`src/rtl/seg_pkg.sv`:
```
// Shared segment/anode polarity constants and digit patterns for the scan driver.
// Hex glyphs exist only when SEG_SCAN_HEX_DECODE_EN is defined.
package seg_pkg;

  localparam logic SEG_ON  = 1'b0;
  localparam logic SEG_OFF = 1'b1;
  localparam logic AN_ON   = 1'b0;
  localparam logic AN_OFF  = 1'b1;

  localparam logic [7:0] SEG_BLANK = 8'hFF;
  localparam logic [6:0] SEG_DARK  = 7'h7F;

  // Patterns are a..g, active-low
  localparam logic [6:0] SEG_PAT_0 = 7'b0000001;
  localparam logic [6:0] SEG_PAT_1 = 7'b1001111;
  localparam logic [6:0] SEG_PAT_2 = 7'b0010010;
  localparam logic [6:0] SEG_PAT_3 = 7'b0000110;
  localparam logic [6:0] SEG_PAT_4 = 7'b1001100;
  localparam logic [6:0] SEG_PAT_5 = 7'b0100100;
  localparam logic [6:0] SEG_PAT_6 = 7'b0100000;
  localparam logic [6:0] SEG_PAT_7 = 7'b0001111;
  localparam logic [6:0] SEG_PAT_8 = 7'b0000000;
  localparam logic [6:0] SEG_PAT_9 = 7'b0000100;

`ifdef SEG_SCAN_HEX_DECODE_EN
  localparam logic [6:0] SEG_PAT_A = 7'b0001000;
  localparam logic [6:0] SEG_PAT_B = 7'b1100000;
  localparam logic [6:0] SEG_PAT_C = 7'b0110001;
  localparam logic [6:0] SEG_PAT_D = 7'b1000010;
  localparam logic [6:0] SEG_PAT_E = 7'b0110000;
  localparam logic [6:0] SEG_PAT_F = 7'b0111000;
`endif

  function automatic logic [7:0] seg_word(input logic [6:0] pat, input logic dp);
    return {pat, dp ? SEG_ON : SEG_OFF};
  endfunction

endpackage

```
`src/rtl/seg_nibble_decode.sv`:
```
// Combinational nibble-to-segment decode with decimal point and blanking.
// SEG_SCAN_HEX_DECODE_EN adds A..F glyphs; otherwise codes 10..15 go fully dark.
module seg_nibble_decode
  import seg_pkg::*;
(
  input  logic [3:0] nibble,
  input  logic       dp,
  input  logic       blank,
  output logic [7:0] seg_c
);

  logic [6:0] pat_c;
  logic       known_c;

  always_comb begin
    pat_c   = SEG_DARK;
    known_c = 1'b1;
    case (nibble)
      4'h0: pat_c = SEG_PAT_0;
      4'h1: pat_c = SEG_PAT_1;
      4'h2: pat_c = SEG_PAT_2;
      4'h3: pat_c = SEG_PAT_3;
      4'h4: pat_c = SEG_PAT_4;
      4'h5: pat_c = SEG_PAT_5;
      4'h6: pat_c = SEG_PAT_6;
      4'h7: pat_c = SEG_PAT_7;
      4'h8: pat_c = SEG_PAT_8;
      4'h9: pat_c = SEG_PAT_9;
`ifdef SEG_SCAN_HEX_DECODE_EN
      4'hA: pat_c = SEG_PAT_A;
      4'hB: pat_c = SEG_PAT_B;
      4'hC: pat_c = SEG_PAT_C;
      4'hD: pat_c = SEG_PAT_D;
      4'hE: pat_c = SEG_PAT_E;
      4'hF: pat_c = SEG_PAT_F;
`endif
      default: known_c = 1'b0;
    endcase
  end

  // Undecodable codes drop the dp too; a blanked leading zero keeps it
  always_comb begin
    seg_c = SEG_BLANK;
    if (!known_c)   seg_c = SEG_BLANK;
    else if (blank) seg_c = seg_word(SEG_DARK, dp);
    else            seg_c = seg_word(pat_c, dp);
  end

endmodule

```
`src/rtl/seg_scan_driver.sv`:
```
// Multiplexed 7-segment scan driver with frame-synchronous shadow load.
// Define SEG_SCAN_HEX_DECODE_EN to display nibbles 10..15 as A..F.
module seg_scan_driver
  import seg_pkg::*;
#(
  parameter int unsigned NUM_DIGITS  = 4,
  parameter int unsigned REFRESH_DIV = 100000
) (
  input  logic                    clk,
  input  logic                    rst_n,
  input  logic [4*NUM_DIGITS-1:0] digits,
  input  logic [NUM_DIGITS-1:0]   dp_in,
  input  logic [NUM_DIGITS-1:0]   digit_en,
  input  logic                    lzb,
  input  logic                    upd_req,
  output logic                    upd_ack,
  output logic [7:0]              seg,
  output logic [NUM_DIGITS-1:0]   an
);

  localparam int unsigned DIV_W = $clog2(REFRESH_DIV);
  localparam int unsigned IDX_W = (NUM_DIGITS > 1) ? $clog2(NUM_DIGITS) : 1;
  localparam int unsigned DIG_W = 4 * NUM_DIGITS;

  localparam logic [DIV_W-1:0] DIV_LAST = DIV_W'(REFRESH_DIV - 1);
  localparam logic [IDX_W-1:0] IDX_LAST = IDX_W'(NUM_DIGITS - 1);

  logic [DIV_W-1:0]      div_cnt;
  logic [IDX_W-1:0]      idx;
  logic [DIG_W-1:0]      shadow_dig;
  logic [NUM_DIGITS-1:0] shadow_dp;
  logic                  shadow_valid;

  logic                  tick_c;
  logic                  frame_end_c;
  logic                  load_c;
  logic [NUM_DIGITS-1:0] lead_blank_c;
  logic                  zero_above_c;
  logic [3:0]            cur_nib_c;
  logic                  cur_dp_c;
  logic                  cur_lead_c;
  logic                  cur_en_c;
  logic [7:0]            dec_seg_c;
  logic [7:0]            seg_next_c;
  logic [NUM_DIGITS-1:0] an_next_c;

  assign tick_c      = (div_cnt == DIV_LAST);
  assign frame_end_c = tick_c && (idx == IDX_LAST);
  assign load_c      = frame_end_c && upd_req;

  // Slot prescaler and digit index
  always_ff @(posedge clk or negedge rst_n) begin
    if (!rst_n) begin
      div_cnt <= '0;
      idx     <= '0;
    end else begin
      div_cnt <= tick_c ? '0 : div_cnt + DIV_W'(1);
      if (tick_c) idx <= (idx == IDX_LAST) ? '0 : idx + IDX_W'(1);
    end
  end

  // Shadow register only moves on a frame boundary so a frame never tears
  always_ff @(posedge clk or negedge rst_n) begin
    if (!rst_n) begin
      shadow_dig   <= '0;
      shadow_dp    <= '0;
      shadow_valid <= 1'b0;
      upd_ack      <= 1'b0;
    end else begin
      upd_ack <= load_c;
      if (load_c) begin
        shadow_dig   <= digits;
        shadow_dp    <= dp_in;
        shadow_valid <= 1'b1;
      end
    end
  end

  // A digit is a leading zero when it and every digit above it are zero
  always_comb begin
    zero_above_c = 1'b1;
    lead_blank_c = '0;
    for (int i = int'(NUM_DIGITS) - 1; i >= 1; i--) begin
      zero_above_c    = zero_above_c & (shadow_dig[4*i +: 4] == 4'h0);
      lead_blank_c[i] = zero_above_c;
    end
  end

  always_comb begin
    cur_nib_c  = 4'h0;
    cur_dp_c   = 1'b0;
    cur_lead_c = 1'b0;
    cur_en_c   = 1'b0;
    for (int i = 0; i < int'(NUM_DIGITS); i++) begin
      if (idx == IDX_W'(i)) begin
        cur_nib_c  = shadow_dig[4*i +: 4];
        cur_dp_c   = shadow_dp[i];
        cur_lead_c = lead_blank_c[i];
        cur_en_c   = digit_en[i];
      end
    end
  end

  seg_nibble_decode u_decode (
    .nibble (cur_nib_c),
    .dp     (cur_dp_c),
    .blank  (lzb & cur_lead_c),
    .seg_c  (dec_seg_c)
  );

  // At most the current slot's anode is driven on
  always_comb begin
    seg_next_c = shadow_valid ? dec_seg_c : SEG_BLANK;
    an_next_c  = {NUM_DIGITS{AN_OFF}};
    for (int i = 0; i < int'(NUM_DIGITS); i++) begin
      if (shadow_valid && cur_en_c && (idx == IDX_W'(i))) an_next_c[i] = AN_ON;
    end
  end

  always_ff @(posedge clk or negedge rst_n) begin
    if (!rst_n) begin
      seg <= SEG_BLANK;
      an  <= {NUM_DIGITS{AN_OFF}};
    end else begin
      seg <= seg_next_c;
      an  <= an_next_c;
    end
  end

endmodule

```
`config.mk`:
```
export PLATFORM = sky130hd
export DESIGN_NAME = seg_scan_driver
export DESIGN_NICKNAME = d
export VERILOG_FILES = /design/src/rtl/seg_pkg.sv /design/src/rtl/seg_nibble_decode.sv /design/src/rtl/seg_scan_driver.sv
export SDC_FILE = /design/constraint.sdc
export NUM_CORES = 1
export LEC_CHECK = 0
export BUFFER_PORTS_ARGS = -buffer_cell sky130_fd_sc_hd__clkbuf_2
export CAP_MARGIN = 10
export CORE_MARGIN = 5
export CORE_UTILIZATION = 31
export CTS_CLUSTER_DIAMETER = 40
export DETAILED_ROUTE_END_ITERATION = 8
export GPL_TIMING_DRIVEN = 0
export SYNTH_ARGS = -nofsm -noshare
export SYNTH_HDL_FRONTEND = slang
export SYNTH_HIERARCHICAL = 1
export SYNTH_SLANG_ARGS = --single-unit
```
`constraint.sdc`:
```
create_clock -name clk -period 2.5 [get_ports clk]
set_input_delay 0.25 -clock clk [delete_from_list [all_inputs] [get_ports clk]]
set_output_delay 0.25 -clock clk [all_outputs]
set_load 0.05 [all_outputs]
```
==> results of run 1 <==
## critical path: cells and delay by family (launching register included)
kind,cells,cell delay [ns]
simple gates,3,0.36
compound gates,3,0.73
fa+ha+maj,1,0.26
buf+inv,3,0.49
flops,1,0.41
## power groups by stage
stage | combinational, mW | sequential (mW) | clock (mW)
after floorplan | 0.00245 | 0.874 | 0
after global placement | 0.0441 | 0.874 | 0
after detailed placement | 0.0482 | 0.874 | 0
after CTS | 0.0496 | 0.858 | 0.501
after global routing | 0.0550 | 0.858 | 0.540
final | 0.0471 | 0.858 | 0.484
## repair_timing
item                                    in CTS  in global routing
endpoints found under the setup margin       0                  8
buffers inserted                             0                  1
hold endpoints to repair                    19                  0
hold buffers                                 1                  0
resized for setup                            0                  5
## state kept, by name, indices dropped and copies added, names as in the netlist
register / count
div_cnt: 17
shadow_dp: 4
shadow_dig: 16
seg: 8
an: 4
upd_ack: 1
idx: 2
shadow_valid: 1
## Yosys cell counts, types with 2 or more instances
cell      number  area [um^2]
and3_1         2        12.51
o21bai_1       2        15.01
nand4_1        5        31.28
xor2_1         3        26.28
buf_12         2        40.04
nand2_1       20        75.07
mux2_4        18        270.3
nor2_1        14        52.55
ha_1           5        62.56
dfstp_2       12        315.3
nor4_1         2        12.51
o31ai_1        6        45.04
nand3_1        9        45.04
nand2b_1      10        62.56
nor3b_1        2        15.01
xnor2_1       11        96.34
nand3b_1       2        15.01
buf_4          2        15.01
o21ai_0        4        20.02
a221oi_1       5        43.79
nor3_1         3        15.01
clkbuf_1       3        11.26
nor2b_1        7        43.79
inv_1          6        22.52
and4bb_2       2        25.02
dfrtp_1       41         1026
mux2_2         3        33.78
a21oi_1        7        35.03
buf_2          3        15.01
## layout make-up
class | instances | share of cell area [%]
Buffer | 11 | 2.971
Clock buffer | 5 | 2.179
Clock inverter | 3 | 0.5547
Inverter | 6 | 0.7132
Multi-Input combinational cell | 160 | 39.30
Sequential cell | 53 | 42.47
Tap cell | 108 | 4.279
Timing Repair Buffer | 43 | 7.528
## worst paths after layout
check,end,slack (ns),cells past startpoint
setup / recovery,seg[7],0.19,10
hold / removal,an[3],0.12,2
setup reg to reg,seg[7],0.19,10
hold reg to reg,seg[1],0.45,1
max in group asynchronous,an[0],1.39,3
min in group asynchronous,shadow_dig[13],0.48,2
## metal layers
metal | global-route usage [%] | vias to the layer above | part of all wire [%]
met4 | 2.988 | 0 | 0.84
li1 | - | 909 | -
met5 | 0 | - | 0
met2 | 18.70 | 33 | 49
met3 | 2.616 | 5 | 5.5
met1 | 13.89 | 877 | 44
## per-stage QoR
step	worst slack (ns)	TNS, ns	instance area, um^2	hold slack (ns)	power, mW
global placement	0.05071	0	3028	0.4434	0.9178
global route	-0.03547	-0.06453	3158	0.1425	1.453
finish	0.1896	0	3158	0.1219	1.389
CTS	0.03488	0	3144	0.1105	1.408
floorplan	0.3298	0	2693	-0.04559	0.8764
detailed placement	0.06167	0	3048	0.2749	0.9220
## cell families (layout without fill, tap and decap cells)
family / after synthesis / in the layout / synth area share, %
AO/OA/AOI/OAI: 33 / 33 / 8.550
XOR/XNOR: 14 / 14 / 4.554
adder cells (fa/ha/maj): 5 / 5 / 2.323
buffers and inverters: 17 / 68 / 4.275
flip-flops: 53 / 53 / 49.81
multiplexers: 21 / 21 / 11.29
AND/OR/NAND/NOR: 87 / 87 / 19.19
==> flow_metrics.py, run 1 <==
metrics = {
    "outcome": {
        "status": "finished, final reports clean",
    },
    "sta": {
        "setup_viol": 0,
        "period_needed_ns": 2.310,
        "slew-limit-headroom_pct": 60.94,
        "slew_viol_final": 0,
        "post-route-period-util_pct": 92.42,
        "fin_skew_ns": 0.006110,
        "max_slew.worst_pin.slew_ns": 0.5838,
        "hold_viol_final": 0,
        "rsz0062_at_grt": "yes",
        "timing.fmax_ghz": 0.4328,
    },
    "floorplan": {
        "die_y_um": 103.2,
        "initial_utilization_pct": 31.33,
        "die_w_um": 103.2,
        "row_count": 34,
        "io_pins": 41,
        "die-area_um2": 10650,
        "coreArea_um2": 8593,
    },
    "worst_setup_path": {
        "cp_common_cell": "nand2b_1",
        "worstReg2RegStart": "idx[0]",
        "cp-end-kind": "flip-flop",
        "critical_path_peak_fanout": 10,
        "required_ns": 2.75,
        "startpoint": "idx[0]",
        "path_class": "reg -> reg",
        "start_kind": "flip-flop",
        "cp.arrival_ns": 2.56,
        "critical-path-max-stage-delay_ns": 0.41,
        "slowest_stage": "dfrtp_1",
        "crit_chain": "inv_1 > ha_1 > clkbuf_2 > a221oi_1 > o31ai_1 > buf_2 > nor2b_1 > o32ai_1 > nand2b_1 > nand2b_1",
    },
    "power": {
        "p_sw_mw": 0.3162,
        "swShare_pct": 22.77,
        "p_per_area_nw_per_um2": 439.7,
        "power_frac_clock_pct": 34.8,
        "comb_power_share_pct": 3.4,
        "leakage_nw": 1.412,
        "internal_power_mw": 1.072,
        "ir_worst_vdd_mv": 0.1782,
        "p_seq_share_pct": 61.8,
    },
    "detailed_routing": {
        "drt-total-wl_um": 5371,
        "vias": 1824,
        "drc": 0,
        "first_pass_iters": 4,
        "vias_per_cell": 4.689,
        "drt_iter0_markers": 53,
        "route.antenna.remaining_nets": 0,
        "wl_per_cell_um": 13.81,
    },
    "yosys": {
        "syn_inst": 230,
        "yosysSeqAreaShare_pct": 49.81,
        "yosys_register_bits": 53,
        "synth-main-ff-cell": "dfrtp_1",
        "yosys_warnings": 6,
        "syn_nets": 263,
        "ys_async_sr_fraction_pct": 100.0,
        "syn_avg_cell_area_um2": 11.71,
        "synth_edf_count": 0,
        "ys_types": 48,
        "synth_area_um2": 2693,
    },
    "global_routing": {
        "grt-ovfl-total": 0,
        "grt_max_degree": 33,
        "grt_pass1_vias": 1869,
        "antenna_found_initial": 0,
        "grt_pass1_wl_um": 9018,
        "track_usage_pct": 10.95,
    },
    "clock_network": {
        "cts_buffer_depth": 2,
        "root_buffer": "clkbuf_8",
        "htree_levels": 2,
        "insertion_delay_ns": 0.31,
        "cts_buffers": 5,
        "clk_pin_slew_worst_paths_ns": 0.10,
        "cts_num_sinks": 53,
        "cts_tree": "yes",
    },
    "place": {
        "dp.cells": 379,
        "dp_hpwl_um": 4119,
        "io_buffers": 40,
        "place_congestion": 0.7908,
    },
    "final_layout": {
        "antenna_cells": 0,
        "final_cell_mix": "clkbuf_2, dfrtp_1, nand2_1, mux2_4, nor2_1",
        "drive_gt1_share_pct": 37.37,
        "area_growth_pct": 17.29,
        "nets": 313,
        "multi_input_area_um2": 1241,
        "fillers": 903,
        "final_util_pct": 36.75,
        "seqCellArea_um2": 1341,
        "finalNonFillerCells": 389,
    },
    "flow_run": {
        "drv_cap": 0,
    },
    "hold_path": {
        "hp-start": "digit_en[3]",
        "hp-class": "in -> reg",
    },
}
No activity file was read; power rests on OpenSTA's default activity.
==> run 2, diff against run 1 <==
Settings changed: CORE_MARGIN 5 to 2, CTS_CLUSTER_DIAMETER 40 to 30.
==> flow_metrics.py, run 2 (synthesized netlist as in run 1, its figures left out) <==
metrics = {
    "worst_setup_path": {
        "r2r_slack_ns": 0.18,
        "reg2reg_to": "seg[3]",
        "critical_path_peak_fanout": 10,
        "r2r_cells": 11,
        "worstReg2RegStart": "idx[1]",
        "required_ns": 2.74,
        "cp.arrival_ns": 2.56,
        "cp-end-kind": "flip-flop",
        "start_kind": "flip-flop",
        "path_class": "reg -> reg",
    },
    "sta": {
        "slew-limit-headroom_pct": 58.93,
        "fin_setup_tns_ns": 0,
        "post-route-period-util_pct": 92.88,
        "timing.fmax_ghz": 0.4307,
        "period_needed_ns": 2.322,
        "slew_viol_final": 0,
        "rsz0062_at_grt": "no",
        "fin_skew_ns": 0.01719,
        "setup_viol": 0,
        "setup_slack_ns": 0.1780,
        "fin_hold_ws_ns": 0.1642,
        "hold_viol_final": 0,
        "max_slew.worst_pin.slew_ns": 0.6138,
    },
    "floorplan": {
        "die_y_um": 97.20,
        "row_count": 33,
        "initial_utilization_pct": 32.44,
        "coreArea_um2": 8299,
        "io_pins": 41,
        "die-area_um2": 9447,
        "die_w_um": 97.20,
    },
    "power": {
        "p_seq_share_pct": 57.6,
        "power_frac_clock_pct": 39.3,
        "p_sw_mw": 0.3070,
        "swShare_pct": 20.63,
        "total_power_mw": 1.488,
        "internal_power_mw": 1.181,
        "p_per_area_nw_per_um2": 466.9,
        "leakage_nw": 1.429,
        "comb_power_share_pct": 3.1,
        "ir_worst_vdd_mv": 0.2145,
    },
    "clock_network": {
        "cts_tree": "yes",
        "insertion_delay_ns": 0.31,
        "cts_num_sinks": 53,
        "cts_buffer_depth": 2,
        "htree_levels": 2,
        "cts_buffers": 5,
        "root_buffer": "clkbuf_8",
        "clk_pin_slew_worst_paths_ns": 0.11,
    },
    "detailed_routing": {
        "drt-total-wl_um": 5197,
        "vias": 1825,
        "route.antenna.remaining_nets": 0,
        "drc": 0,
        "drt_iter0_markers": 74,
        "wl_per_cell_um": 13.46,
        "vias_per_cell": 4.728,
        "first_pass_iters": 4,
    },
    "hold_path": {
        "hold_depth": 2,
        "hp-class": "in -> reg",
        "hp-start": "dp_in[0]",
        "holdPathEnd": "shadow_dp[0]",
    },
    "global_routing": {
        "grt_pass1_vias": 1726,
        "grt-ovfl-total": 0,
        "track_usage_pct": 11.48,
        "grt_pass1_wl_um": 8735,
        "grt_max_degree": 34,
        "antenna_found_initial": 0,
    },
    "place": {
        "dp_hpwl_um": 3844,
        "io_buffers": 40,
        "post-place-ws_ns": 0.03583,
        "place_congestion": 0.7400,
        "dp.cells": 376,
        "placed_cell_area_um2": 3044,
    },
    "final_layout": {
        "largest_reg_flops": 17,
        "final_util_pct": 38.40,
        "fillers": 828,
        "nets": 313,
        "final_cell_mix": "clkbuf_2, dfrtp_1, nand2_1, mux2_4, nor2_1",
        "top_regs": "div_cnt x17, shadow_dig x16, seg x8",
        "fin_area_um2": 3187,
        "regMostFlops": "div_cnt",
        "antenna_cells": 0,
        "drive_gt1_share_pct": 37.37,
        "area_growth_pct": 18.36,
        "finalNonFillerCells": 386,
    },
    "flow_run": {
        "drv_cap": 0,
    },
    "outcome": {
        "status": "finished, final reports clean",
    },
}
==> run 2: layer usage <==
metal	routed length [um]	GRT usage [%]
met1	2569	16.52
met2	2324	16.83
met3	224	2.806
met4	79	3.900
met5	0	0
==> run 2: timing repair <==
action                                  4_1_cts  5_1_grt
pin swaps                                     0        2
hold buffers                                  1        0
resized for setup                             1        7
hold endpoints to repair                      9        0
setup buffers                                 0        1
endpoints found under the setup margin        2        8
==> run 2: cell type report <==
type / instances / area, um^2 / area share [%]
sequential: 53 / 1341 / 42.09
multi-input combinational: 160 / 1246 / 39.10
timing repair buffer: 43 / 237.7 / 7.460
tap: 105 / 131.4 / 4.122
buffer: 11 / 96.34 / 3.023
clock buffer: 6 / 72.57 / 2.277
clock inverter: 2 / 38.79 / 1.217
inverter: 6 / 22.52 / 0.7067
==> run 2: worst max-delay path by stage <==
| stage | slack [ns] | to | from |
|---|---|---|---|
| after floorplan | 0.33 | seg[1] | idx[1] |
| final | 0.18 | seg[3] | idx[1] |
| after global placement | 0.06 | seg[1] | idx[1] |
| after detailed placement | 0.04 | seg[1] | idx[1] |
| after global routing | 0.002 | seg[7] | idx[0] |
| after CTS | 0.05 | seg[6] | idx[1] |
==> run 2: critical path: stages (launching register included) <==
cell      delay [ns]
dfrtp_1         0.42
inv_1           0.09
ha_1            0.14
buf_4           0.16
or4b_2          0.60
o21bai_1        0.18
a21oi_1         0.10
nor2_2          0.17
buf_4           0.15
nor2_1          0.04
o211ai_1        0.08
nand2b_1        0.12
==> run 2: power by group through the flow <==
stage / logic [mW] / registers [mW] / clock network, mW
6_report: 0.0454 / 0.858 / 0.585
5_1_grt: 0.0518 / 0.858 / 0.646
4_1_cts: 0.0477 / 0.858 / 0.608
3_5_place_dp: 0.0461 / 0.874 / 0
3_3_place_gp: 0.0418 / 0.874 / 0
2_1_floorplan: 0.00245 / 0.874 / 0
